`src/rtl/minv_job_arbiter.sv`:
```
// -----------------------------------------------------------------------------
// minv_job_arbiter
//
// Shares one 3x3 matrix-inversion core among NREQ requesters, one job at a time.
// A round-robin grant picks the next requester, its matrix is latched and held
// on the core input while core_start is high, and the core result is returned
// with the requester index over a valid/ready response channel.
//
// Configuration macro: MINV_TIMEOUT_EN
//   defined   : RUN is bounded to TIMEOUT_CYC cycles; an expired job returns a
//               zero matrix with rsp_timeout=1.
//   undefined : RUN waits for core_done indefinitely; rsp_timeout is tied to 0.
//
// Ports
//   clk             in   system clock, rising edge
//   rst             in   asynchronous, active-low reset
//   req_valid       in   [NREQ]        requester i has a job pending
//   req_matrix      in   [NREQ*MAT_W]  job matrix of requester i at [i*MAT_W +: MAT_W]
//   req_ready       out  [NREQ]        one-hot accept (IDLE only)
//   core_start      out                core start, high for the whole job
//   core_matrix     out  [MAT_W]       core matrix_in, stable while core_start=1
//   core_done       in                 core done
//   core_matrix_out in   [MAT_W]       core result, sampled when core_done=1
//   rsp_valid       out                result available
//   rsp_ready       in                 consumer accepts result
//   rsp_id          out  [IDX_W]       requester index of the result
//   rsp_matrix      out  [MAT_W]       inverted matrix
//   rsp_timeout     out                result is a timeout, not a valid inverse
//   busy            out                high in every state other than IDLE
// -----------------------------------------------------------------------------
module minv_job_arbiter #(
    parameter int NREQ        = 4,
    parameter int ELEM_W      = 8,
    parameter int MAT_W       = 9 * ELEM_W,
    parameter int IDX_W       = $clog2(NREQ),
    parameter int TIMEOUT_CYC = 1024
) (
    input  logic                    clk,
    input  logic                    rst,
    input  logic [NREQ-1:0]         req_valid,
    input  logic [NREQ*MAT_W-1:0]   req_matrix,
    output logic [NREQ-1:0]         req_ready,
    output logic                    core_start,
    output logic [MAT_W-1:0]        core_matrix,
    input  logic                    core_done,
    input  logic [MAT_W-1:0]        core_matrix_out,
    output logic                    rsp_valid,
    input  logic                    rsp_ready,
    output logic [IDX_W-1:0]        rsp_id,
    output logic [MAT_W-1:0]        rsp_matrix,
    output logic                    rsp_timeout,
    output logic                    busy
);

    typedef enum logic [1:0] {
        S_IDLE,
        S_RUN,
        S_RESP
    } state_t;

    state_t            state;
    state_t            state_nxt;
    logic [IDX_W-1:0]  rr_ptr;
    logic [IDX_W-1:0]  grant_idx;
    logic [NREQ-1:0]   grant_vec;
    logic              grant_any;
    logic              accept;
    logic              timeout_hit;

    function automatic int wrap_idx(input int base, input int off);
        return (base + off) % NREQ;
    endfunction

    // Round-robin scan starting just after the last granted requester, so the
    // requester granted last has the lowest priority next time.
    // NOTE: every variable written here gets a default first; a path that
    // skipped an assignment would infer a latch.
    always_comb begin
        grant_vec = '0;
        grant_idx = '0;
        grant_any = 1'b0;
        for (int off = 1; off <= NREQ; off++) begin
            if (!grant_any && req_valid[wrap_idx(int'(rr_ptr), off)]) begin
                grant_any                                 = 1'b1;
                grant_idx                                 = IDX_W'(wrap_idx(int'(rr_ptr), off));
                grant_vec[wrap_idx(int'(rr_ptr), off)]    = 1'b1;
            end
        end
    end

    // The reset term keeps req_ready low while reset is held, even though the
    // state register already sits in IDLE.
    assign req_ready  = (state == S_IDLE && rst) ? grant_vec : '0;
    assign accept     = (state == S_IDLE) && grant_any;

    // Status outputs decode the registered state, so an async reset drops
    // them immediately without waiting for an edge.
    assign core_start = (state == S_RUN);
    assign rsp_valid  = (state == S_RESP);
    assign busy       = (state != S_IDLE);

    always_comb begin
        state_nxt = state;
        case (state)
            S_IDLE:  if (accept)                   state_nxt = S_RUN;
            S_RUN:   if (core_done || timeout_hit) state_nxt = S_RESP;
            S_RESP:  if (rsp_ready)                state_nxt = S_IDLE;
            default:                               state_nxt = S_IDLE;
        endcase
    end

    // NOTE: sequential state uses non-blocking assignments so every register
    // samples the pre-edge values regardless of statement order.
    always_ff @(posedge clk or negedge rst) begin
        if (!rst) begin
            state       <= S_IDLE;
            rr_ptr      <= IDX_W'(NREQ - 1);
            core_matrix <= '0;
            rsp_id      <= '0;
            rsp_matrix  <= '0;
        end else begin
            state <= state_nxt;
            if (accept) begin
                core_matrix <= req_matrix[grant_idx*MAT_W +: MAT_W];
                rsp_id      <= grant_idx;
                rr_ptr      <= grant_idx;
            end
            // core_done takes priority over an expiring timer on the same edge.
            if (state == S_RUN && core_done) begin
                rsp_matrix <= core_matrix_out;
            end else if (timeout_hit) begin
                rsp_matrix <= '0;
            end
        end
    end

`ifdef MINV_TIMEOUT_EN
    localparam int TMR_W = $clog2(TIMEOUT_CYC + 1);

    logic [TMR_W-1:0] run_cyc;
    logic             timeout_q;

    // run_cyc holds the number of RUN cycles already completed, so the limit
    // fires on the edge that ends the TIMEOUT_CYC-th RUN cycle.
    assign timeout_hit = (state == S_RUN) && !core_done &&
                         (run_cyc == TMR_W'(TIMEOUT_CYC - 1));
    assign rsp_timeout = timeout_q;

    always_ff @(posedge clk or negedge rst) begin
        if (!rst) begin
            run_cyc   <= '0;
            timeout_q <= 1'b0;
        end else begin
            if (accept) begin
                run_cyc <= '0;
            end else if (state == S_RUN) begin
                run_cyc <= run_cyc + TMR_W'(1);
            end
            if (timeout_hit) begin
                timeout_q <= 1'b1;
            end else if (state == S_RESP && rsp_ready) begin
                timeout_q <= 1'b0;
            end
        end
    end
`else
    assign timeout_hit = 1'b0;
    assign rsp_timeout = 1'b0;
`endif

endmodule

```
`config.mk`:
```
export PLATFORM = sky130hd
export DESIGN_NAME = minv_job_arbiter
export DESIGN_NICKNAME = d
export VERILOG_FILES = /design/src/rtl/minv_job_arbiter.sv
export SDC_FILE = /design/constraint.sdc
export NUM_CORES = 1
export LEC_CHECK = 0
export CAP_MARGIN = 10
export CORE_AREA = 2 2 205 207
export DETAILED_ROUTE_END_ITERATION = 10
export DIE_AREA = 0 0 207 209
export GPL_ROUTABILITY_DRIVEN = 0
export PLACE_DENSITY = 0.56
export SLEW_MARGIN = 20
export SYNTH_ARGS = -nofsm -noshare
export SYNTH_HDL_FRONTEND = slang
export SYNTH_SLANG_ARGS = --single-unit
```
`constraint.sdc`:
```
create_clock -name clk -period 5.6 [get_ports clk]
set_input_delay 1.12 -clock clk [delete_from_list [all_inputs] [get_ports clk]]
set_output_delay 1.12 -clock clk [all_outputs]
set_load 0.005 [all_outputs]
```
=== Yosys cells after proc, flatten, opt, wreduce, memory -nomap -nowiden ===
Index checks and enable logic that the tools add are counted.

* Register bits: 150
* Output and inout bits: 154

* Add/subtract/negate cells: 4
* $mul: 1
* Magnitude comparators: 8
* Equal/unequal tests: 5
* Shift-type cells: 1
* Mux-type cells: 37
* Bitwise gates (word level): 7
* Reduce and logical (&&, ||, !) cells: 20

{| class="wikitable"
|+ Operators by type and width
! cell !! count
|-
| variable part select 288 x 10 -> 72 bit || 1
|-
| 2-to-1 mux 4 bit || 5
|-
| less-than comparator 3 x 4 -> 1 bit (second input constant) || 4
|-
| 2-to-1 mux 1 bit || 16
|-
| 2-to-1 mux 2 bit || 7
|-
| >= comparator 3 x 1 -> 1 bit (second input constant) || 4
|-
| bitwise OR 4 bit || 3
|-
| logical AND 1 bit || 10
|-
| binary-select mux 1 bit (select 2 bit) || 4
|-
| demux 1 bit (select 2 bit) || 4
|-
| OR reduction 2 bit || 4
|-
| multiplier 2 x 4 -> 6 bit (second input constant) || 1
|-
| one-hot mux 2 bit (3 select lines) || 1
|-
| adder 2 x 1 -> 2 bit (second input constant) || 2
|-
| adder 2 bit (second input constant) || 2
|-
| bitwise AND 1 bit (first input constant) || 4
|-
| inequality test 2 x 1 -> 1 bit (second input constant) || 2
|-
| zero test 1 bit || 3
|-
| AND reduction 3 bit || 1
|-
| == test 2 x 1 -> 1 bit (second input constant) || 1
|-
| == test 2 bit (second input constant) || 1
|-
| zero test 2 bit || 1
|-
| inequality test 2 bit (second input constant) || 1
|-
| nonzero test 2 bit || 1
|}

=== Longest topological paths before layout ===
Gate-level depths: netlist (run 1).

* Word-level depth: 19
* Mapped depth: 14

=== Worst setup path before layout (run 1) ===
Ideal clock, no wire load.

* Kind: register to output
* Start point: register rr_ptr[0]
* End point: output req_ready[0]
* Arrival time: 2.918 ns
* Required time: 4.480 ns
* Setup slack: 1.562 ns
* Stages on the path, launching flop included: 11
* Path buffers: 5
* Cell sequence: dfstp_2 > buf_2 > inv_2 > clkbuf_1 > ha_1 > buf_6 > mux4_2 > clkbuf_1 > buf_1 > a221oi_1 > nor2_1

* Word-level cells in the longest chain between the ends: 15
* Elaborated cells on any way between the ends: 61
* Those cells by class: add/sub (4); order compare (8); mux (28); bitwise (7); reduce/logical (14)

{| class="wikitable"
|+ Ends and longest elaborated chain
! item !! RTL line !! RTL
|-
| start, declared || 63 || <nowiki>logic [IDX_W-1:0] rr_ptr;</nowiki>
|-
| start signal, assigned || 117 || <nowiki>rr_ptr <= IDX_W'(NREQ - 1);</nowiki>
|-
| start signal, assigned || 126 || <nowiki>rr_ptr <= grant_idx;</nowiki>
|-
| adder 2 x 1 -> 2 bit || 71 || <nowiki>return (base + off) % NREQ;</nowiki>
|-
| OR reduction 2 bit (no line) / binary-select mux 1 bit (select 2 bit) (equally long branches) || -- ||
|-
| bitwise AND 1 bit (no line) / 2-to-1 mux 1 bit (equally long branches) || -- ||
|-
| less-than comparator 3 x 4 -> 1 bit (implied by the code) (tied with other cells) || 86 || <nowiki>grant_vec[wrap_idx(int'(rr_ptr), off)] = 1'b1;</nowiki>
|-
| logical AND 1 bit (implied by the code) / 2-to-1 mux 1 bit (equally long branches) || 86, 83 ||
|-
| 2-to-1 mux 1 bit (implied by the code) / zero test 1 bit (equally long branches) || 86, 83 ||
|-
| demux 1 bit (select 2 bit) / logical AND 1 bit (equally long branches) || 86, 83 ||
|-
| 2-to-1 mux 4 bit / 2-to-1 mux 1 bit (equally long branches) || 83 || <nowiki>if (!grant_any && req_valid[wrap_idx(int'(rr_ptr), off)]) begin</nowiki>
|-
| bitwise OR 4 bit (no line) / zero test 1 bit (equally long branches) || -- ||
|-
| 2-to-1 mux 4 bit / logical AND 1 bit (equally long branches) || 83 ||
|-
| bitwise OR 4 bit (no line) / 2-to-1 mux 1 bit (equally long branches) || -- ||
|-
| 2-to-1 mux 4 bit / zero test 1 bit (equally long branches) || 83 ||
|-
| bitwise OR 4 bit (no line) / logical AND 1 bit (equally long branches) || -- ||
|-
| 2-to-1 mux 4 bit * || 83 ||
|-
| 2-to-1 mux 4 bit * || 93 || <nowiki>assign req_ready = (state == S_IDLE && rst) ? grant_vec : '0;</nowiki>
|-
| end, declared || 42 || <nowiki>output logic [NREQ-1:0] req_ready,</nowiki>
|}

Mark *: on every way between the ends. The rest lies on a longest branch, timed or not. The select of a mux whose other input is x is not followed.

=== Worst setup path after layout (run 1) ===
* Start point: register rr_ptr[0]
* End point: output req_ready[1]

The elaborated chain is that of the path after synthesis.

==> results.py, run 1 <==
metrics = {
    "critical_path": {
        "slowest_stage": "dfstp_2",
        "critPathMaxStageDelay_ps": 800,
        "crit_required_ps": 4480,
        "endpoint_kind": "output pin",
        "path_class": "flip-flop to output pin",
        "worst-path-max-fanout": 15,
        "cpMostUsedCell": "nor2_1",
        "critical-path-top-delay-family": "flip-flops",
        "path_buf_inv": 2,
        "worstPathArrival_ps": 3830,
        "startpoint_type": "flip-flop",
        "worstPathCellList": "inv_4, ha_1, mux4_4, or2_0, nor2_1, a221oi_1, nor2_1, clkdlybuf4s50_1",
    },
    "detailed_routing": {
        "drt-initial-drc-count": 840,
        "avgRoutedWirePerCell_um": 23.0,
        "vias": 12600,
        "drt_wl_total_mm": 52.3,
        "viasPerCell": 5.52,
        "firstDrtPassIters": 5,
        "drc": 0,
        "ant_nets": 0,
    },
    "placed_design": {
        "dp_hpwl_mm": 35.7,
        "place_area_um2": 16300,
        "dpl.cell_count": 2241,
        "io_buffer_count": 520,
    },
    "sta": {
        "hold_violations": 0,
        "hold_slack_ps": 477,
        "period_minus_slack_ps": 4950,
        "drv_slew": 0,
        "timing.final.crit_share_pct": 88.3,
        "setup_violations": 0,
        "finClkSkew_ps": 10.1,
        "setup_tns_ps": 0,
        "tightest_slew_ps": 1000,
        "relSlewSlack_pct": 33.2,
        "rsz0062_at_grt": "false",
        "fmaxAchievable_mhz": 202,
    },
    "clock_network": {
        "cts_root_buf": "clkbuf_16",
        "cts_setup_buffers": 0,
        "cts.path.max_buffers": 2,
        "cts_htree_levels": 4,
        "insertion_delay_ps": 450,
        "cts_hold_buffers": 0,
        "cts.clk_slew.worst_paths_ps": 70,
        "cts_tree": "yes",
        "clkSinkCount": 150,
        "cts_resized": 0,
        "cts_made_buffers": 17,
    },
    "power_and_ir_drop": {
        "internal_power_w": 0.00514,
        "peakVddDrop_v": 0.000515,
        "seqPwrFrac_pct": 19.8,
        "p_clk_share_pct": 11.3,
        "p_sw_w": 0.00506,
        "switching_share_pct": 49.6,
        "combPwrFrac_pct": 68.9,
        "p_leak_nw": 6.22,
        "powerDensity_nw_per_um2": 605,
    },
    "floorplan": {
        "dieWidth_um": 207,
        "die_y_um": 209,
        "top_level_ports": 522,
        "initial_core_util_pct": 26.1,
        "row_count": 75,
        "coreArea_um2": 41300,
        "die-area_um2": 43300,
    },
    "logic_synthesis": {
        "ys.flop_type": "dfrtp_1",
        "ys_ff_latch": 150,
        "synth.area.top_cells": "dfrtp_1 34%, nand3_1 16%, o2111ai_1 12%",
        "synth_area_um2": 10800,
        "seq_area_frac_synth_pct": 34.8,
        "syn_area_per_cell_um2": 8.25,
        "synth_edf_count": 0,
        "synth_cells": 1306,
        "synth.most_common_cell": "nand3_1",
        "synthArstFlopShare_pct": 100,
        "synth_common_cells": "355 x nand3_1, 149 x nand2b_1, 148 x dfrtp_1",
        "synth_area_leader_cell": "dfrtp_1",
        "syn_nets": 1682,
        "synth_top_cell_area_share_pct": 34.4,
        "yosys_warnings": 0,
        "yosys.cell_types.count": 40,
    },
    "final_layout": {
        "fin_nets": 2097,
        "area_growth_pct": 56.5,
        "multi_input_area_um2": 6420,
        "drive_gt1_share_pct": 8.59,
        "fillers": 4138,
        "seq_area_um2": 3760,
        "finalInstanceArea_um2": 16900,
        "fin_cells": 2274,
    },
    "outcome": {
        "run_status": "finished clean",
    },
    "global_routing": {
        "gr-total-overflow": 0,
        "antenna_found_initial": 5,
        "grt_max_degree": 85,
        "track_usage_pct": 23.1,
        "grt_pass1_wl_mm": 77.8,
        "grt_pass1_vias": 12200,
    },
    "run": {
        "maxCapViolations": 0,
    },
    "min_path": {
        "worstHoldPathType": "flip-flop to flip-flop",
    },
}
-- worst register-to-register path: cells and delay by family (launching register included) --
| kind | cells | cell delay (ps) |
|---|---|---|
| AO/OA/AOI/OAI | 2 | 550 |
| adder cells (fa/ha/maj) | 1 | 460 |
| buffers and inverters | 3 | 960 |
| flip-flops | 1 | 800 |
| multiplexers | 1 | 790 |
| AND/OR/NAND/NOR | 2 | 460 |
-- kinds of logic (layout without fill, tap and decap cells) --
group           count (synthesis)  count (layout)  share of synthesized area, %
compound gates                310             310                          20.2
fa+ha+maj                       8               8                         0.929
buf+inv                       152             580                          6.15
flops                         150             150                          34.8
mux                            81              81                          8.87
other cells                     1               2                        0.0348
simple gates                  604             604                          29.0
-- cell usage in the layout (no fill, tap or decap), types with 4 or more instances in the layout --
cell type / n
a21oi_1: 4
a221oi_1: 4
a22oi_1: 5
buf_12: 5
buf_4: 16
clkbuf_16: 17
clkdlybuf4s50_1: 519
dfrtp_1: 148
ha_1: 8
inv_1: 6
inv_6: 5
mux2_2: 72
mux2i_1: 4
nand2_1: 74
nand2b_1: 146
nand3_1: 355
nor2_1: 13
o2111ai_1: 142
o21ai_0: 144
-- sequential cells by signal, indices dropped and copies added (netlist names) --
signal       count
core_matrix     72
rsp_matrix      72
rr_ptr           2
rsp_id           2
state            2
-- metrics by stage --
stage / utilization (%) / setup WS [ps] / power [W]
4_1_cts: 40.8 / 642 / 0.0103
3_5_place_dp: 39.5 / 776 / 0.00912
6_report: 40.8 / 654 / 0.0102
3_3_place_gp: 39.5 / 872 / 0.00901
2_1_floorplan: - / 1560 / 0.00609
5_1_grt: 40.8 / 476 / 0.0109
-- power groups by stage --
stage	logic (W)	registers, W	clock network (W)
2_1_floorplan	0.00408	0.00201	0
3_3_place_gp	0.00698	0.00203	0
3_5_place_dp	0.00708	0.00205	0
4_1_cts	0.00709	0.00203	0.00118
5_1_grt	0.00762	0.00210	0.00122
6_report	0.00703	0.00203	0.00115
-- routing by layer --
| layer | GRT usage [%] | up-vias | share of wire (%) |
|---|---|---|---|
| met2 | 38.6 | 623 | 48 |
| met5 | 0 | - | 0.10 |
| met1 | 29.1 | 6142 | 41 |
| li1 | - | 5712 | - |
| met3 | 6.22 | 76 | 8.3 |
| met4 | 7.07 | 8 | 2.3 |
-- final timing paths --
path	from	to	slack, ps	depth (start not counted)
setup / recovery	rr_ptr[0]	req_ready[1]	650	8
hold / removal	core_matrix[37]	core_matrix[37]	480	2
setup reg to reg	rr_ptr[0]	core_matrix[57]	1500	9
hold reg to reg	core_matrix[37]	core_matrix[37]	480	2
max in group asynchronous	rst	rr_ptr[0]	3620	3
min in group asynchronous	rst	core_matrix[51]	570	1
-- layout make-up --
class                      instances  share of cell area (%)
antenna                            1                  0.0148
clock buffer                      19                    2.69
clock inverter                    13                   0.645
inverter                           7                   0.171
multi-input combinational       1004                    38.0
sequential                       150                    22.3
tap                              539                    4.00
timing repair buffer             541                    32.2
Note: power is estimated with default switching activity, not from simulation.
==> run 2, diff against run 1 <==
Settings changed: CELL_PAD_IN_SITES_DETAIL_PLACEMENT set to 0, CELL_PAD_IN_SITES_GLOBAL_PLACEMENT set to 1, CORE_AREA 2 2 205 207 to 2 2 204 206, CTS_BUF_LIST set to sky130_fd_sc_hd__clkbuf_16, DIE_AREA 0 0 207 209 to 0 0 206 208, PLACE_DENSITY 0.56 to 0.75.
==> run 2 against run 1 <==
Final cell count fell by 0.22%. Via count fell by 0.82%. Combinational power fell by 1%. Critical path depth did not move. Sequential power barely moved. Highest routed layer unchanged.
==> results.py, run 2 (synthesized netlist as in run 1, its figures left out) <==
metrics = {
    "outcome": {
        "run_status": "finished clean",
    },
    "critical_path": {
        "path_buf_inv": 2,
        "startpoint_type": "flip-flop",
        "r2r_end": "core_matrix[65]",
        "cpMostUsedCell": "nor2_1",
        "slowest_stage": "dfstp_2",
        "critical-path-top-delay-family": "flip-flops",
        "endpoint_kind": "output pin",
        "reg2reg_slack_ps": 1380,
        "crit_required_ps": 4480,
        "worst-path-max-fanout": 15,
        "worstPathCellList": "inv_4, ha_1, mux4_4, or2_0, nor2_1, a221oi_1, nor2_1, clkdlybuf4s50_1",
        "worstPathArrival_ps": 3830,
        "reg2regPathDepth": 10,
        "critPathMaxStageDelay_ps": 790,
        "timing.rr.start": "rr_ptr[0]",
        "path_class": "flip-flop to output pin",
    },
    "sta": {
        "setup_tns_ps": 0,
        "rsz0062_at_grt": "false",
        "timing.final.crit_share_pct": 88.4,
        "setup_violations": 0,
        "relSlewSlack_pct": 34.4,
        "hold_violations": 0,
        "tightest_slew_ps": 985,
        "layout_setup_ws_ps": 650,
        "period_minus_slack_ps": 4950,
        "fmaxAchievable_mhz": 202,
        "drv_slew": 0,
        "finClkSkew_ps": 11.3,
    },
    "floorplan": {
        "die-area_um2": 42800,
        "row_count": 74,
        "coreArea_um2": 40600,
        "top_level_ports": 522,
        "initial_core_util_pct": 26.6,
        "die_y_um": 208,
        "dieWidth_um": 206,
    },
    "clock_network": {
        "cts_root_buf": "clkbuf_16",
        "cts_tree": "yes",
        "cts_made_buffers": 17,
        "cts.clk_slew.worst_paths_ps": 70,
        "cts_setup_buffers": 0,
        "cts_resized": 0,
        "clkSinkCount": 150,
        "cts_hold_buffers": 0,
        "cts_htree_levels": 4,
        "insertion_delay_ps": 440,
        "cts.path.max_buffers": 2,
    },
    "placed_design": {
        "io_buffer_count": 520,
        "dp_slack_ps": 801,
        "dp_hpwl_mm": 34.8,
        "place_area_um2": 16300,
    },
    "global_routing": {
        "gr-total-overflow": 0,
        "antenna_found_initial": 10,
        "grt_max_degree": 86,
        "track_usage_pct": 22.8,
        "grt_pass1_wl_mm": 75.8,
        "grt_pass1_vias": 12100,
    },
    "final_layout": {
        "final_cell_mix": "519 x clkdlybuf4s50_1, 355 x nand3_1, 148 x dfrtp_1",
        "reg.largest.list": "core_matrix x72, rsp_matrix x72",
        "finalInstanceArea_um2": 16900,
        "fillers": 4040,
        "drive_gt1_share_pct": 8.33,
        "final_common_cell": "clkdlybuf4s50_1",
        "final_util_pct": 41.7,
        "fin_nets": 2095,
        "seq_area_um2": 3760,
        "multi_input_area_um2": 6420,
        "area_growth_pct": 56.7,
    },
    "min_path": {
        "worstHoldPathType": "flip-flop to flip-flop",
        "hold_end": "core_matrix[52]",
        "holdCritStartpoint": "core_matrix[52]",
        "hold_depth": 2,
    },
    "power_and_ir_drop": {
        "p_leak_nw": 6.22,
        "powerDensity_nw_per_um2": 603,
        "power_w": 0.0102,
        "peakVddDrop_v": 0.000489,
    },
    "detailed_routing": {
        "avgRoutedWirePerCell_um": 22.4,
        "drt_wl_total_mm": 50.9,
        "drt-initial-drc-count": 1120,
        "firstDrtPassIters": 5,
        "ant_nets": 0,
        "viasPerCell": 5.49,
        "vias": 12500,
        "drc": 0,
    },
    "run": {
        "maxCapViolations": 0,
    },
}
-- run 2: changes by cell type in the layout (fill, tap and decap cells not counted), sizes merged --
cell    delta
diode      +7
inv        -5
bufinv     +3
buf        -2
clkbuf     -2
clkinv     +1
-- run 2: report_power, final --
group	total, W	internal, W	switching [W]	leakage [nW]
clock	0.00121	0.000695	0.000515	0.281
sequential	0.00202	0.00168	0.000336	1.79
combinational	0.00696	0.00287	0.00409	4.14
-- run 2: final cells by class --
class                           count  area share, %
Multi-Input combinational cell   1004           38.0
Tap cell                          532           3.94
Sequential cell                   150           22.2
Inverter                            7          0.170
Clock inverter                     12          0.919
Timing Repair Buffer              539           32.1
Antenna cell                        8          0.119
Clock buffer                       17           2.52
-- run 2: stage by stage --
stage          std cells  hold slack, ps
6_report            2269             475
5_1_grt             2268             490
4_1_cts             2261             479
3_5_place_dp        2232             465
3_3_place_gp        2232             459
2_1_floorplan       1306             473
-- run 2: tightest hold or removal path: stages, from the launching register on --
cell and delay [ps]:
dfrtp_1 340, nand2_1 50, nand3_1 50
-- run 2: worst max path at each step --
stage	startpoint	end	slack [ps]	cells after the start
6_report	rr_ptr[0]	req_ready[3]	650	8
3_3_place_gp	req_valid[2]	req_ready[3]	850	6
4_1_cts	rr_ptr[0]	req_ready[3]	640	8
3_5_place_dp	req_valid[3]	req_ready[3]	800	7
5_1_grt	rr_ptr[0]	req_ready[3]	440	8
2_1_floorplan	rr_ptr[0]	req_ready[0]	1560	10
-- run 2: routing by layer --
metal / up-vias / part of all wire, % / track usage (%)
met1: 6113 / 40 / 28.7
met4: 2 / 3.2 / 8.87
met3: 75 / 8.3 / 5.20
li1: 5712 / - / -
met5: - / 0.018 / 0
met2: 556 / 48 / 37.5
